## config.mk

```make
export PLATFORM = sky130hd
export DESIGN_NAME = magma_bus_arbiter
export DESIGN_NICKNAME = d
export VERILOG_FILES = /design/src/rtl/magma_bus_arbiter.sv
export SDC_FILE = /design/constraint.sdc
export NUM_CORES = 1
export LEC_CHECK = 0
export CAP_MARGIN = 10
export CORE_AREA = 4 4 121 123
export CTS_CLUSTER_DIAMETER = 60
export DETAILED_ROUTE_END_ITERATION = 10
export DIE_AREA = 0 0 125 127
export PLACE_DENSITY_LB_ADDON = 0.3
export SYNTH_ARGS = -nofsm -noshare
export SYNTH_HDL_FRONTEND = slang
export SYNTH_SLANG_ARGS = --single-unit
```

## constraint.sdc

```tcl
create_clock -name clk_i -period 2.8 [get_ports clk_i]
set_input_delay 0.42 -clock clk_i [delete_from_list [all_inputs] [get_ports clk_i]]
set_output_delay 0.42 -clock clk_i [all_outputs]
set_load 0.02 [all_outputs]
```

## src/rtl/magma_bus_arbiter.sv

```systemverilog
// rtl/magma_bus_arbiter.sv - two-master req/ack/resp bus arbiter with in-order read response routing
// Define MAGMA_ARB_UDM_PRIO_EN to give the UDM bridge (master 1) fixed priority on ties.
module magma_bus_arbiter #(
    parameter int RD_FIFO_DEPTH = 4,
    parameter int ADDR_W        = 32,
    parameter int DATA_W        = 32
) (
    input  logic                clk_i,
    input  logic                arst_i,

    input  logic                m0_req_i,
    input  logic                m0_we_i,
    input  logic [ADDR_W-1:0]   m0_addr_i,
    input  logic [DATA_W/8-1:0] m0_be_i,
    input  logic [DATA_W-1:0]   m0_wdata_i,
    output logic                m0_ack_o,
    output logic                m0_resp_o,
    output logic [DATA_W-1:0]   m0_rdata_o,

    input  logic                m1_req_i,
    input  logic                m1_we_i,
    input  logic [ADDR_W-1:0]   m1_addr_i,
    input  logic [DATA_W/8-1:0] m1_be_i,
    input  logic [DATA_W-1:0]   m1_wdata_i,
    output logic                m1_ack_o,
    output logic                m1_resp_o,
    output logic [DATA_W-1:0]   m1_rdata_o,

    output logic                s_req_o,
    output logic                s_we_o,
    output logic [ADDR_W-1:0]   s_addr_o,
    output logic [DATA_W/8-1:0] s_be_o,
    output logic [DATA_W-1:0]   s_wdata_o,
    input  logic                s_ack_i,
    input  logic                s_resp_i,
    input  logic [DATA_W-1:0]   s_rdata_i
);

    localparam int PTR_W = (RD_FIFO_DEPTH > 1) ? $clog2(RD_FIFO_DEPTH) : 1;
    localparam int CNT_W = PTR_W + 1;
    localparam logic [CNT_W-1:0] FIFO_FULL = CNT_W'(RD_FIFO_DEPTH);

    typedef enum logic {IDLE, BUSY} state_t;

    state_t                   state, state_nxt;
    logic                     owner, owner_nxt;
    logic                     last_grant, last_grant_nxt;
    logic [RD_FIFO_DEPTH-1:0] fifo_mem;
    logic [PTR_W-1:0]         wr_ptr, rd_ptr;
    logic [CNT_W-1:0]         fifo_cnt;

    logic elig0, elig1;
    logic grant, sel, sel_we;
    logic push, pop, head;

    // Reads are only admitted while a FIFO slot is free; the registered count is used
    // so a pop in the same cycle never frees a slot early.
    assign elig0 = m0_req_i && (m0_we_i || (fifo_cnt < FIFO_FULL));
    assign elig1 = m1_req_i && (m1_we_i || (fifo_cnt < FIFO_FULL));

    always_comb begin
        state_nxt      = state;
        owner_nxt      = owner;
        last_grant_nxt = last_grant;
        grant          = 1'b0;
        sel            = 1'b0;
        if (!arst_i) begin
            case (state)
                IDLE: begin
                    if (elig0 || elig1) begin
                        grant = 1'b1;
                        if (elig0 && elig1) begin
`ifdef MAGMA_ARB_UDM_PRIO_EN
                            sel = 1'b1;
`else
                            sel = !last_grant;
`endif
                        end else begin
                            sel = elig1;
                        end
                        if (s_ack_i) begin
                            last_grant_nxt = sel;
                        end else begin
                            owner_nxt = sel;
                            state_nxt = BUSY;
                        end
                    end
                end
                BUSY: begin
                    // Locked grant: the other master is ignored until the slave acks.
                    grant = 1'b1;
                    sel   = owner;
                    if (s_ack_i) begin
                        last_grant_nxt = owner;
                        state_nxt      = IDLE;
                    end
                end
                default: begin
                    state_nxt = IDLE;
                end
            endcase
        end
    end

    always_comb begin
        s_req_o   = 1'b0;
        s_we_o    = 1'b0;
        s_addr_o  = '0;
        s_be_o    = '0;
        s_wdata_o = '0;
        if (grant) begin
            s_req_o   = 1'b1;
            s_we_o    = sel ? m1_we_i    : m0_we_i;
            s_addr_o  = sel ? m1_addr_i  : m0_addr_i;
            s_be_o    = sel ? m1_be_i    : m0_be_i;
            s_wdata_o = sel ? m1_wdata_i : m0_wdata_i;
        end
    end

    assign sel_we   = sel ? m1_we_i : m0_we_i;
    assign m0_ack_o = s_ack_i && s_req_o && !sel;
    assign m1_ack_o = s_ack_i && s_req_o && sel;
    assign push     = grant && s_ack_i && !sel_we;

    // A response with nothing outstanding has no owner and is silently discarded.
    assign pop  = s_resp_i && (fifo_cnt != '0) && !arst_i;
    assign head = fifo_mem[rd_ptr];

    assign m0_resp_o  = pop && !head;
    assign m1_resp_o  = pop && head;
    assign m0_rdata_o = m0_resp_o ? s_rdata_i : '0;
    assign m1_rdata_o = m1_resp_o ? s_rdata_i : '0;

    always_ff @(posedge clk_i or posedge arst_i) begin
        if (arst_i) begin
            state      <= IDLE;
            owner      <= 1'b0;
            last_grant <= 1'b1;
        end else begin
            state      <= state_nxt;
            owner      <= owner_nxt;
            last_grant <= last_grant_nxt;
        end
    end

    always_ff @(posedge clk_i or posedge arst_i) begin
        if (arst_i) begin
            fifo_mem <= '0;
            wr_ptr   <= '0;
            rd_ptr   <= '0;
            fifo_cnt <= '0;
        end else begin
            if (push) begin
                fifo_mem[wr_ptr] <= sel;
                wr_ptr           <= wr_ptr + PTR_W'(1);
            end
            if (pop) begin
                rd_ptr <= rd_ptr + PTR_W'(1);
            end
            case ({push, pop})
                2'b10:   fifo_cnt <= fifo_cnt + CNT_W'(1);
                2'b01:   fifo_cnt <= fifo_cnt - CNT_W'(1);
                default: fifo_cnt <= fifo_cnt;
            endcase
        end
    end

endmodule

```

### Yosys cells after proc, flatten, opt, wreduce, memory -nomap -nowiden

Index checks and enable logic that the tools add are counted.

| cells by class | value |
|---|---|
| order comparisons | 4 |
| reduce and logical (&&, ||, !) cells | 25 |
| divide/modulo/power cells | 0 |
| muxes and demuxes | 31 |
| shift-type cells | 0 |
| bitwise gates (word level) | 3 |
| add/sub/neg operators | 4 |
| eq/ne operators | 5 |
| multipliers | 0 |

Operators with widths:

| kind | count |
|---|---|
| $mux W32 | 6 |
| $mux W1 | 15 |
| $logic_and A1 B1 Y1 | 13 |
| $mux W4 | 2 |
| $pmux W1 S2 | 4 |
| $reduce_and A4 Y1 | 2 |
| $lt A2 B3 Y1 const B | 2 |
| $ne A2 B2 Y1 const B | 3 |
| $pmux W3 S2 | 1 |
| $logic_not A1 Y1 | 5 |
| $add A2 B1 Y2 const B | 2 |
| $bwmux W4 | 1 |
| $add A3 B1 Y3 const B | 1 |
| $logic_or A1 B1 Y1 | 3 |
| $lt A3 B3 Y1 const B | 1 |
| $not A1 Y1 | 3 |
| $reduce_bool A3 Y1 | 1 |
| $sub A3 B1 Y3 const B | 1 |
| $bmux W1 S2 | 1 |
| $demux W1 S2 | 1 |
| $eq A2 B1 Y1 const B | 1 |
| $eq A2 B2 Y1 const B | 1 |
| $ge A2 B1 Y1 const B | 1 |
| $reduce_bool A2 Y1 | 1 |

| word-level totals | value |
|---|---|
| bits in latches | 0 |
| bits in read-only memories | 0 |
| bits in writable memories | 0 |
| bits of input ports | 176 |
| register bits after elaboration | 14 |
| logic and storage cells | 79 |
| memories | 0 |

### Longest topological paths before layout

Gate-level depths: netlist of the first run.

| depth | value |
|---|---|
| depth after elaboration | 13 |
| gate-level depth with buffers | 10 |
| gate-level depth less buffers | 9 |

### Least setup slack after synthesis of the first run

Ideal clock, no wire load.

| timing path | value |
|---|---|
| path kind | input to register |
| from | in arst_i |
| to | reg fifo_cnt[2] |
| arrival | 2374 ps |
| library setup time | 125 ps |
| path slack | 300 ps |
| stages | 9 |
| path buffers | 0 |
| cells stage by stage | inv_1 > nand2_1 > nor2_2 > o311ai_4 > ha_1 > fa_1 > xnor2_1 > nor2_1 > xor2_1 |

| between the ends | value |
|---|---|
| cells in the longest elaborated chain, start to end | 6 |

Ends and longest elaborated chain:

| item | RTL line | source |
|---|---|---|
| start, declared | 9 | `input logic arst_i,` |
| $mux W1 | 67 | `if (!arst_i) begin` |
| $mux W1 | 120 | `assign sel_we = sel ? m1_we_i : m0_we_i;` |
| $logic_not A1 Y1 | 123 | `assign push = grant && s_ack_i && !sel_we;` |
| $logic_and A1 B1 Y1 | 123 |  |
| $eq A2 B1 Y1 or $eq A2 B2 Y1 (tied branches) | 160 | `case ({push, pop})` |
| $pmux W3 S2 or $reduce_bool A2 Y1 (tied branches) | n/a |  |
| end signal, assigned | 161 | `2'b10: fifo_cnt <= fifo_cnt + CNT_W'(1);` |
| end signal, assigned | 162 | `2'b01: fifo_cnt <= fifo_cnt - CNT_W'(1);` |
| end signal, assigned | 163 | `default: fifo_cnt <= fifo_cnt;` |
| end, declared | 50 | `logic [CNT_W-1:0] fifo_cnt;` |

Parallel ways exist; a longest one is shown, timed or not.
A chain may end at the register's enable or synchronous reset.

### Final worst setup path of the first run

| timing path | value |
|---|---|
| from | reg rd_ptr[0] |
| to | out m0_rdata_o[0] |

| between the ends | value |
|---|---|
| cells in the longest elaborated chain, start to end | 5 |

Ends and longest elaborated chain:

| item | RTL line | source |
|---|---|---|
| start, declared | 49 | `logic [PTR_W-1:0] wr_ptr, rd_ptr;` |
| start signal, assigned | 158 | `rd_ptr <= rd_ptr + PTR_W'(1);` |
| $bmux W1 S2 | 127 | `assign head = fifo_mem[rd_ptr];` |
| $mux W1 (not written as such) | 127 |  |
| $logic_not A1 Y1 | 129 | `assign m0_resp_o = pop && !head;` |
| $logic_and A1 B1 Y1 | 129 |  |
| $mux W32 | 131 | `assign m0_rdata_o = m0_resp_o ? s_rdata_i : '0;` |
| end, declared | 18 | `output logic [DATA_W-1:0] m0_rdata_o,` |

Every way passes these cells. The select of a mux whose other input is x is not followed.

==> results of run 1 <==
==> cell type report <==
type / count / area (um2)
inverter: 5 / 18.8
tap: 180 / 225
multi-input combinational: 325 / 1880
clock buffer: 4 / 88.8
timing repair buffer: 348 / 3400
sequential: 14 / 352
fill: 1406 / 7700
==> power by group <==
group	internal, W	leakage (nW)	total (W)	switching, W
clock	0.000216	0.0442	0.000299	0.0000825
sequential	0.000303	0.167	0.000397	0.0000942
combinational	0.00129	2.46	0.00282	0.00153
total	0.00181	2.67	0.00351	0.00170
==> metrics by stage <==
step | area (um2) | hold slack (ns) | cells | utilization [%] | setup TNS (ns)
3_3_place_gp | 5800 | 0.471 | 861 | 42.4 | -22.87
3_5_place_dp | 5800 | 0.495 | 861 | 42.4 | -25.95
4_1_cts | 5810 | 0.387 | 869 | 42.5 | -0.00508
6_report | 5970 | 0.379 | 876 | 43.7 | 0
2_1_floorplan | 2440 | 0.341 | 386 | - | 0
5_1_grt | 5970 | 0.430 | 876 | 43.7 | -0.00616
==> placed cells by master (no fill, tap or decap), drive strengths merged, types with 3 or more instances in the layout <==
cell           count
buf               76
ha                 5
inv                5
nor2              72
dlygate4sd2        3
a31oi              4
dlymetal6s2s      13
and2              34
clkdlybuf4s15     26
nand2              7
xnor2              4
nor3             138
clkbuf             8
and3              32
a41oi              4
clkdlybuf4s50    226
dfrtp             13
==> tightest hold or removal path, delay by kind of cell <==
| kind | cells | cell delay [ns] |
|---|---|---|
| buffers and inverters | 4 | 0.57 |
==> cell families (layout without fill, tap and decap cells) <==
kind of cell	count (synthesis)	in the layout	synth area share (%)
AOI/OAI and AO/OA	21	21	8.34
xor gates and xnor gates	6	6	2.15
and+or+nand+nor	289	289	59.3
adders and majority gates	6	6	3.38
buffers and inverters	47	357	10.5
muxes	3	3	2.00
DFF	14	14	14.4
==> metal layers <==
layer  GRT usage (%)  share of wire (%)  vias up
met1            16.4                 37     1900
met4            4.08                1.9        0
met5               0                  0        -
met3            3.89                8.2       21
met2            29.5                 53      226
li1                -                  -     1970
==> worst paths after layout <==
path | slack [ns] | to | depth (start not counted)
worst max-delay path | 0.08 | m0_rdata_o[0] | 5
min in group clk_i | 0.50 | rd_ptr[1] | 1
worst min-delay path | 0.38 | state | 4
worst max register to register | 0.28 | fifo_cnt[2] | 11
max in group asynchronous | 2.17 | last_grant | 4
worst min register to register | 0.50 | rd_ptr[1] | 1
==> repair_timing <==
| item | in CTS | in global routing |
|---|---|---|
| endpoints found under the setup margin | 73 | 92 |
| resized for setup | 313 | 26 |
| cloned | 1 | 3 |
| endpoints found under the hold margin | 0 | 0 |
| setup buffers | 3 | 4 |
| pin swaps | 6 | 10 |
==> registers in the layout, summed over array words and instances, names as in the netlist <==
register,flops
fifo_mem,4
fifo_cnt,3
rd_ptr,2
wr_ptr,2
last_grant,1
owner,1
state,1
==> metrics.yaml, run 1 <==
worst_setup_path:
  worstSetupStartpointType: "flip-flop"
  crit_start: "rd_ptr[0]"
  max_stage_delay_ns: 0.60
  worstPathArrival_ns: 2.30
  r2r_start: "fifo_cnt[2]"
  cp_slowest_cell: "clkdlybuf4s50_1"
  crit_buf_inv: 2
  path_max_fanout: 33
  cp_cell_sequence: "mux4_2 > nor2b_2 > buf_12 > and2_1 > clkdlybuf4s50_1"
  crit_family: "buffers and inverters"
  critical_path_class: "flip-flop to primary output"
  critical_path_required_ns: 2.38
  end_kind: "primary output"
layout:
  nets: 879
  area_delta_synth_final_pct: 144
  n_antenna_cell: 0
  drive_above_1_share_pct: 17.8
synthesis:
  synth_top_area_share_pct: 28.2
  synth-edff-count: 0
  postSynthCellCount: 386
  synth-seq-area-share_pct: 14.4
  syn_nets: 568
  synth.avg_cell_area_um2: 6.33
  synth_area_leader_cell: "nor3_1"
  synth-seq-cells: 14
  synth_commonest_cells: "nor3_1, nor2_1, and2_1, and3_1, clkbuf_1"
  synth_warnings: 0
  ys_types: 40
  async_reset_ff_share_pct: 100
  synth_top_flop_cell: "dfrtp_1"
  netlist_area_um2: 2440
  synth_most_common_cell: "nor3_1"
  ys_top_cells_by_area: "nor3_1, dfrtp_1, nor2_1"
die:
  start_util_pct: 17.9
  core_um2: 13700
  placementRows: 43
  dieArea_um2: 15900
  fp.dieW_um: 125
  die_y_um: 127
  pin_count: 314
timing:
  tightest_slew_ns: 0.683
  finalSetupViolations: 0
  drv_slew: 0
  fin_crit_sh_pct: 97.1
  slew_headroom_pct: 54.5
  period_minus_slack_ns: 2.72
  hold_viol: 0
  timing.final.ws_setup_ns: 0.0801
  fmax_mhz: 368
  finClkSkew_ns: 0.00294
global_route:
  overflow: 0
  grtUsageTotal_pct: 15.2
  first_global_vias: 4135
  antenna_found_initial: 0
  grt_max_degree: 66
  grt_pass1_wl_um: 20400
routing:
  ant_nets: 0
  drt_iter0_markers: 109
  avgRoutedWirePerCell_um: 16.2
  routed_via_density: 4.70
  drtPass1Iterations: 4
  drt_wl_total_um: 14200
  vias: 4117
  drc: 0
clock_network:
  cts_buffers: 3
  clkLatencyLatePin_ns: 0.25
  cts_hold_buf: 0
  path_clk_slew_ns: 0.05
  cts_tree: "built"
  clock_sinks: 14
  cts-root-buf: "clkbuf_16"
  clk_path_buf_depth: 2
  h-tree-depth: 1
power:
  vdd_drop_max_mv: 0.303
  p_leak_nw: 2.67
  power_density_nw_per_um2: 589
  power_w: 0.00351
run:
  drv_cap: 0
placement:
  port-buffer-count: 313
  hpwl_um: 10700
  place_ws_ns: -0.487
  gp_congestion: 0.916
outcome:
  status: "completed"
hold_path:
  hold_class: "input port to asynchronous set/reset pin"
(Power assumes the default switching activity.)
==> run 2, diff against run 1 <==
Settings changed: HOLD_SLACK_MARGIN set to 0.12.
==> results of run 2 <==
No change in the layout: final DEF, timing and power equal those of run 1.
